File: config.mk
export PLATFORM = sky130hd
export DESIGN_NAME = instr_fetch_unit
export DESIGN_NICKNAME = d
export VERILOG_FILES = /design/src/rtl/instr_fetch_unit.sv
export SDC_FILE = /design/constraint.sdc
export NUM_CORES = 1
export LEC_CHECK = 0
export ABC_AREA = 1
export ABC_CLOCK_PERIOD_IN_PS = 1400
export CAP_MARGIN = 20
export CORE_ASPECT_RATIO = 2
export CORE_MARGIN = 8
export CORE_UTILIZATION = 35
export DETAILED_ROUTE_END_ITERATION = 7
export PLACE_DENSITY = 0.6
export SLEW_MARGIN = 20
export SYNTH_ARGS = -nofsm -noshare
export SYNTH_HDL_FRONTEND = slang
export SYNTH_SLANG_ARGS = --single-unit
File: constraint.sdc
create_clock -name CLK -period 1.4 [get_ports CLK]
set_input_delay 0.35 -clock CLK [delete_from_list [all_inputs] [get_ports CLK]]
set_output_delay 0.35 -clock CLK [all_outputs]
set_load 0.05 [all_outputs]
File: src/rtl/instr_fetch_unit.sv
// Single-outstanding instruction fetch: REQ/WAIT/HOLD handshake with imem,
// one-entry skid buffer behind a registered decode-facing output stage.
module instr_fetch_unit #(
    parameter logic [31:0] RESET_PC = 32'h0000_0000
) (
    input  logic        CLK,
    input  logic        RESET,
    output logic        imem_req_o,
    output logic [31:0] imem_addr_o,
    input  logic        imem_gnt_i,
    input  logic        imem_rvalid_i,
    input  logic [31:0] imem_rdata_i,
    input  logic        hazard_i,
    input  logic        flush_i,
    input  logic [31:0] flush_pc_i,
    output logic        valid_o,
    output logic [31:0] pc_o,
    output logic [31:0] instr_o,
    output logic [11:0] pc_offset_o
);
    typedef enum logic [1:0] {S_REQ, S_WAIT, S_HOLD} state_t;
    typedef struct packed {
        logic [31:0] pc;
        logic [31:0] instr;
    } fetch_t;

    state_t      state, state_n;
    logic [31:0] fetch_pc, inflight_pc;
    logic        discard, discard_n;
    fetch_t      skid;
    logic        consumed, fire, load_rsp, unpark, park;
    logic        vld_n;
    logic [31:0] pc_n, instr_n;

    function automatic logic [11:0] branch_off(input logic [31:0] i);
        return {i[31], i[7], i[30:25], i[11:8]};
    endfunction

    assign consumed    = valid_o & ~hazard_i;
    assign imem_req_o  = (state == S_REQ);
    assign imem_addr_o = fetch_pc;

    always_comb begin
        state_n   = state;
        discard_n = discard;
        fire      = 1'b0;
        load_rsp  = 1'b0;
        unpark    = 1'b0;
        park      = 1'b0;
        case (state)
            S_REQ: if (imem_gnt_i) begin
                fire    = 1'b1;
                state_n = S_WAIT;
            end
            S_WAIT: if (imem_rvalid_i) begin
                discard_n = 1'b0;
                state_n   = S_REQ;
                if (!discard) begin
                    if (!valid_o || consumed) load_rsp = 1'b1;
                    else begin
                        park    = 1'b1;
                        state_n = S_HOLD;
                    end
                end
            end
            S_HOLD: if (consumed) begin
                unpark  = 1'b1;
                state_n = S_REQ;
            end
            default: state_n = S_REQ;
        endcase
        if (flush_i) begin
            // a response is still owed to memory: wait it out before re-requesting
            discard_n = (state == S_WAIT && !imem_rvalid_i) || (state == S_REQ && imem_gnt_i);
            state_n   = discard_n ? S_WAIT : S_REQ;
            load_rsp  = 1'b0;
            unpark    = 1'b0;
            park      = 1'b0;
        end
    end

    always_comb begin
        vld_n   = valid_o;
        pc_n    = pc_o;
        instr_n = instr_o;
        if (flush_i || (consumed && !load_rsp && !unpark)) begin
            vld_n   = 1'b0;
            pc_n    = '0;
            instr_n = '0;
        end else if (load_rsp) begin
            vld_n   = 1'b1;
            pc_n    = inflight_pc;
            instr_n = imem_rdata_i;
        end else if (unpark) begin
            vld_n   = 1'b1;
            pc_n    = skid.pc;
            instr_n = skid.instr;
        end
    end

    always_ff @(posedge CLK) begin
        if (RESET) begin
            state       <= S_REQ;
            fetch_pc    <= RESET_PC;
            inflight_pc <= '0;
            discard     <= 1'b0;
            skid        <= '0;
            valid_o     <= 1'b0;
            pc_o        <= '0;
            instr_o     <= '0;
            pc_offset_o <= '0;
        end else begin
            state       <= state_n;
            discard     <= discard_n;
            valid_o     <= vld_n;
            pc_o        <= pc_n;
            instr_o     <= instr_n;
            pc_offset_o <= branch_off(instr_n);
            if (fire) begin
                inflight_pc <= fetch_pc;
                fetch_pc    <= fetch_pc + 32'd4;
            end
            if (park) skid <= '{pc: inflight_pc, instr: imem_rdata_i};
            if (flush_i) begin
                fetch_pc <= {flush_pc_i[31:2], 2'b00};
                skid     <= '0;
            end
        end
    end
endmodule

==> flow_summary_export.csv <==
group,metric,value,unit
outcome,status,"finished, violations left",
outcome,violations,"negative setup slack",
die,coreArea,22500,um^2
logic_synthesis,synth-seq-cells,188,
power_and_ir_drop,peakVddDrop,0.899,mV
global_routing,grt_max_degree,46,
clock_tree,cts_tree,"done",
critical_path,worstPathRequired,1.05,ns
route,drtIter0Drc,412,
hold_path,min_path_type,"in -> reg",
sta,fin_crit_sh,1.11,
clock_tree,cts-root-buf,"clkbuf_16",
logic_synthesis,syn_area,7990,um^2
sta,finalHoldViolations,0,
sta,setup_tns,-15.12,ns
power_and_ir_drop,switching_share,0.273,
clock_tree,cts_hold_buf,0,
sta,fmax,644,MHz
route,drt_pass1_iterations,4,
critical_path,arrival,1.20,ns
flow_run,cap_violations,0,
global_routing,overflow,0,
die,rows,78,
sta,fin_ws,-0.153,ns
clock_tree,clk_latency,0.44,ns
power_and_ir_drop,p_int,0.00927,W
power_and_ir_drop,p_per_area,839,nW/um^2
cells_and_area,syn_to_final_growth,90.1,%
global_routing,grt_pass1_wl,43.5,mm
global_routing,antenna_found_initial,0,
power_and_ir_drop,p_leak,5.69,nW
critical_path,endpoint_kind,"output port",
power_and_ir_drop,pwr-share-comb,0.172,
clock_tree,numCtsBuffers,17,
placed_design,dp_hpwl,19.1,mm
route,avgViaCountPerCell,5.20,
power_and_ir_drop,p_switching,0.00348,W
sta,setup_viol,168,
clock_tree,path_clk_slew,0.06,ns
clock_tree,cts_sinks,188,
logic_synthesis,ys_types,31,
cells_and_area,final_core_util,0.674,
die,die_w,123,um
placed_design,portBuffers,173,
global_routing,grtUsageTotal,0.198,
global_routing,grt_pass1_vias,8336,
cells_and_area,fin_nets,1484,
cells_and_area,layout.cells.non_filler,1706,
cells_and_area,num_antenna_cells,0,
placed_design,dp.cells,1590,
power_and_ir_drop,seqPwrFrac,0.441,
critical_path,start_kind,"flop",
route,drc,0,
sta,rsz0062_at_grt,"true",
logic_synthesis,ys_seq_area_frac,0.471,
logic_synthesis,syn_inst,1112,
logic_synthesis,avgSynthCellArea,7.19,um^2
cells_and_area,layout-drive-gt1-share,0.439,
critical_path,critPathMaxFanout,4,
critical_path,worstSetupPathType,"reg -> out",
die,start_util,0.355,
die,fp.dieH,230,um
clock_tree,clockBufferDepth,2,
die,io_pins,180,
route,wirelength,32.7,mm
sta,fin_skew,0.00844,ns
placed_design,place_congestion,0.871,
clock_tree,htree_levels,4,
route,wl_per_cell,19.2,um
die,die_area,28200,um^2
logic_synthesis,ys_warn_count,0,
power_and_ir_drop,clkPwrFrac,0.386,
route,antenna_left,0,
power_and_ir_drop,power,0.0128,W
route,num_vias,8873,
sta,slew_violations,0,
sta,period_needed,1.55,ns
-- flip-flops by register name, summed over array words and instances (netlist names) --
| name | count |
|---|---|
| discard | 1 |
| imem_addr_o | 30 |
| inflight_pc | 30 |
| instr_o | 32 |
| pc_o | 30 |
| skid | 62 |
| state | 2 |
| valid_o | 1 |
-- worst max-delay path: stages (launching register included) --
cell,delay (ns)
dfxtp_4,0.37
buf_4,0.14
buf_6,0.12
buf_12,0.14
-- cell families (layout without fill, tap and decap cells) --
kind of cell / count (synthesis) / count (layout) / share of synthesized area
xor gates and xnor gates: 11 / 11 / 0.0121
adders and majority gates: 1 / 1 / 0.00156
AOI/OAI and AO/OA: 357 / 357 / 0.233
buffers and inverters: 224 / 533 / 0.116
other: 1 / 4 / 0.000469
DFF: 188 / 188 / 0.471
and+or+nand+nor: 330 / 332 / 0.167
-- worst paths after layout --
check	from	to	slack [ns]	cells after the start
worst max-delay path	imem_addr_o[2]	imem_addr_o[2]	-0.15	3
worst min-delay path	imem_rvalid_i	state[0]	0.39	4
worst max register to register	state[0]	skid[43]	-0.14	9
worst min register to register	skid[51]	skid[51]	0.45	2
-- through the flow --
step           hold WS (ns)  setup WS (ns)  instance area, um^2
2_1_floorplan         0.425        -0.0675                 8240
3_3_place_gp          0.431         -0.638                11900
3_5_place_dp          0.437         -0.651                11900
6_report              0.393         -0.153                15200
4_1_cts               0.422         -0.120                13400
5_1_grt               0.419         -0.210                15200
-- power groups by stage --
stage	clock network, W	registers, W	logic (W)
after floorplan	0	0.00593	0.000566
after global placement	0	0.00571	0.00167
after detailed placement	0	0.00571	0.00168
after CTS	0.00501	0.00560	0.00188
after global routing	0.00522	0.00564	0.00232
final	0.00493	0.00563	0.00220
-- cells in the mapped netlist --
| cell type | number | share of area |
|---|---|---|
| o211ai_1 | 1 | 0.00094 |
| nor2_1 | 121 | 0.057 |
| clkbuf_1 | 37 | 0.017 |
| inv_2 | 1 | 0.00047 |
| nand4_1 | 4 | 0.0031 |
| and2_1 | 1 | 0.00078 |
| o22ai_1 | 27 | 0.021 |
| a21oi_1 | 171 | 0.11 |
| xnor2_1 | 3 | 0.0033 |
| nor3_4 | 1 | 0.0020 |
| o21ai_0 | 143 | 0.090 |
| a22o_1 | 5 | 0.0055 |
| a32oi_1 | 1 | 0.0011 |
| a31oi_1 | 8 | 0.0063 |
| nand3_1 | 35 | 0.022 |
| buf_4 | 16 | 0.015 |
| nor3_1 | 1 | 0.00063 |
| inv_1 | 144 | 0.068 |
| buf_1 | 4 | 0.0019 |
| buf_2 | 21 | 0.013 |
| nand2_1 | 160 | 0.075 |
| dfxtp_1 | 188 | 0.47 |
| ha_1 | 1 | 0.0016 |
| clkinv_1 | 1 | 0.00047 |
| nand3b_2 | 1 | 0.0014 |
| conb_1 | 1 | 0.00047 |
| xor2_1 | 8 | 0.0088 |
| or2_2 | 1 | 0.00078 |
| o21ai_2 | 1 | 0.0011 |
| nor2_2 | 4 | 0.0031 |
| nand2_2 | 1 | 0.00078 |
-- layer usage --
layer	vias up	share of wire	track usage
met1	4235	0.36	0.205
met4	0	0.050	0.108
met3	95	0.045	0.0351
li1	4241	-	-
met2	302	0.55	0.362
met5	-	0	0
-- cell type report --
type / count / area (um^2)
Clock buffer: 21 / 460
Clock inverter: 11 / 135
Fill cell: 1687 / 7340
Inverter: 146 / 566
Multi-Input combinational cell: 705 / 4780
Sequential cell: 188 / 3880
Tap cell: 280 / 350
Timing Repair Buffer: 355 / 5020
-- timing repair --
item | in CTS | in global routing
gates resized for setup | 124 | 398
setup endpoints to repair | 207 | 193
pin swaps | 13 | 74
setup buffers | 48 | 18
cloned | 10 | 22
-- layout by cell type, fill, tap and decap left out, drive strengths merged, types with 35 or more instances in the layout --
master	netlist	final
nand2	161	163
inv	145	148
buf	41	273
dfxtp	188	188
a21oi	171	171
nor2	125	125
o21ai	144	144
clkbuf	37	36
clkdlybuf4s50	0	64
nand3	35	35
(Power assumes the default switching activity.)
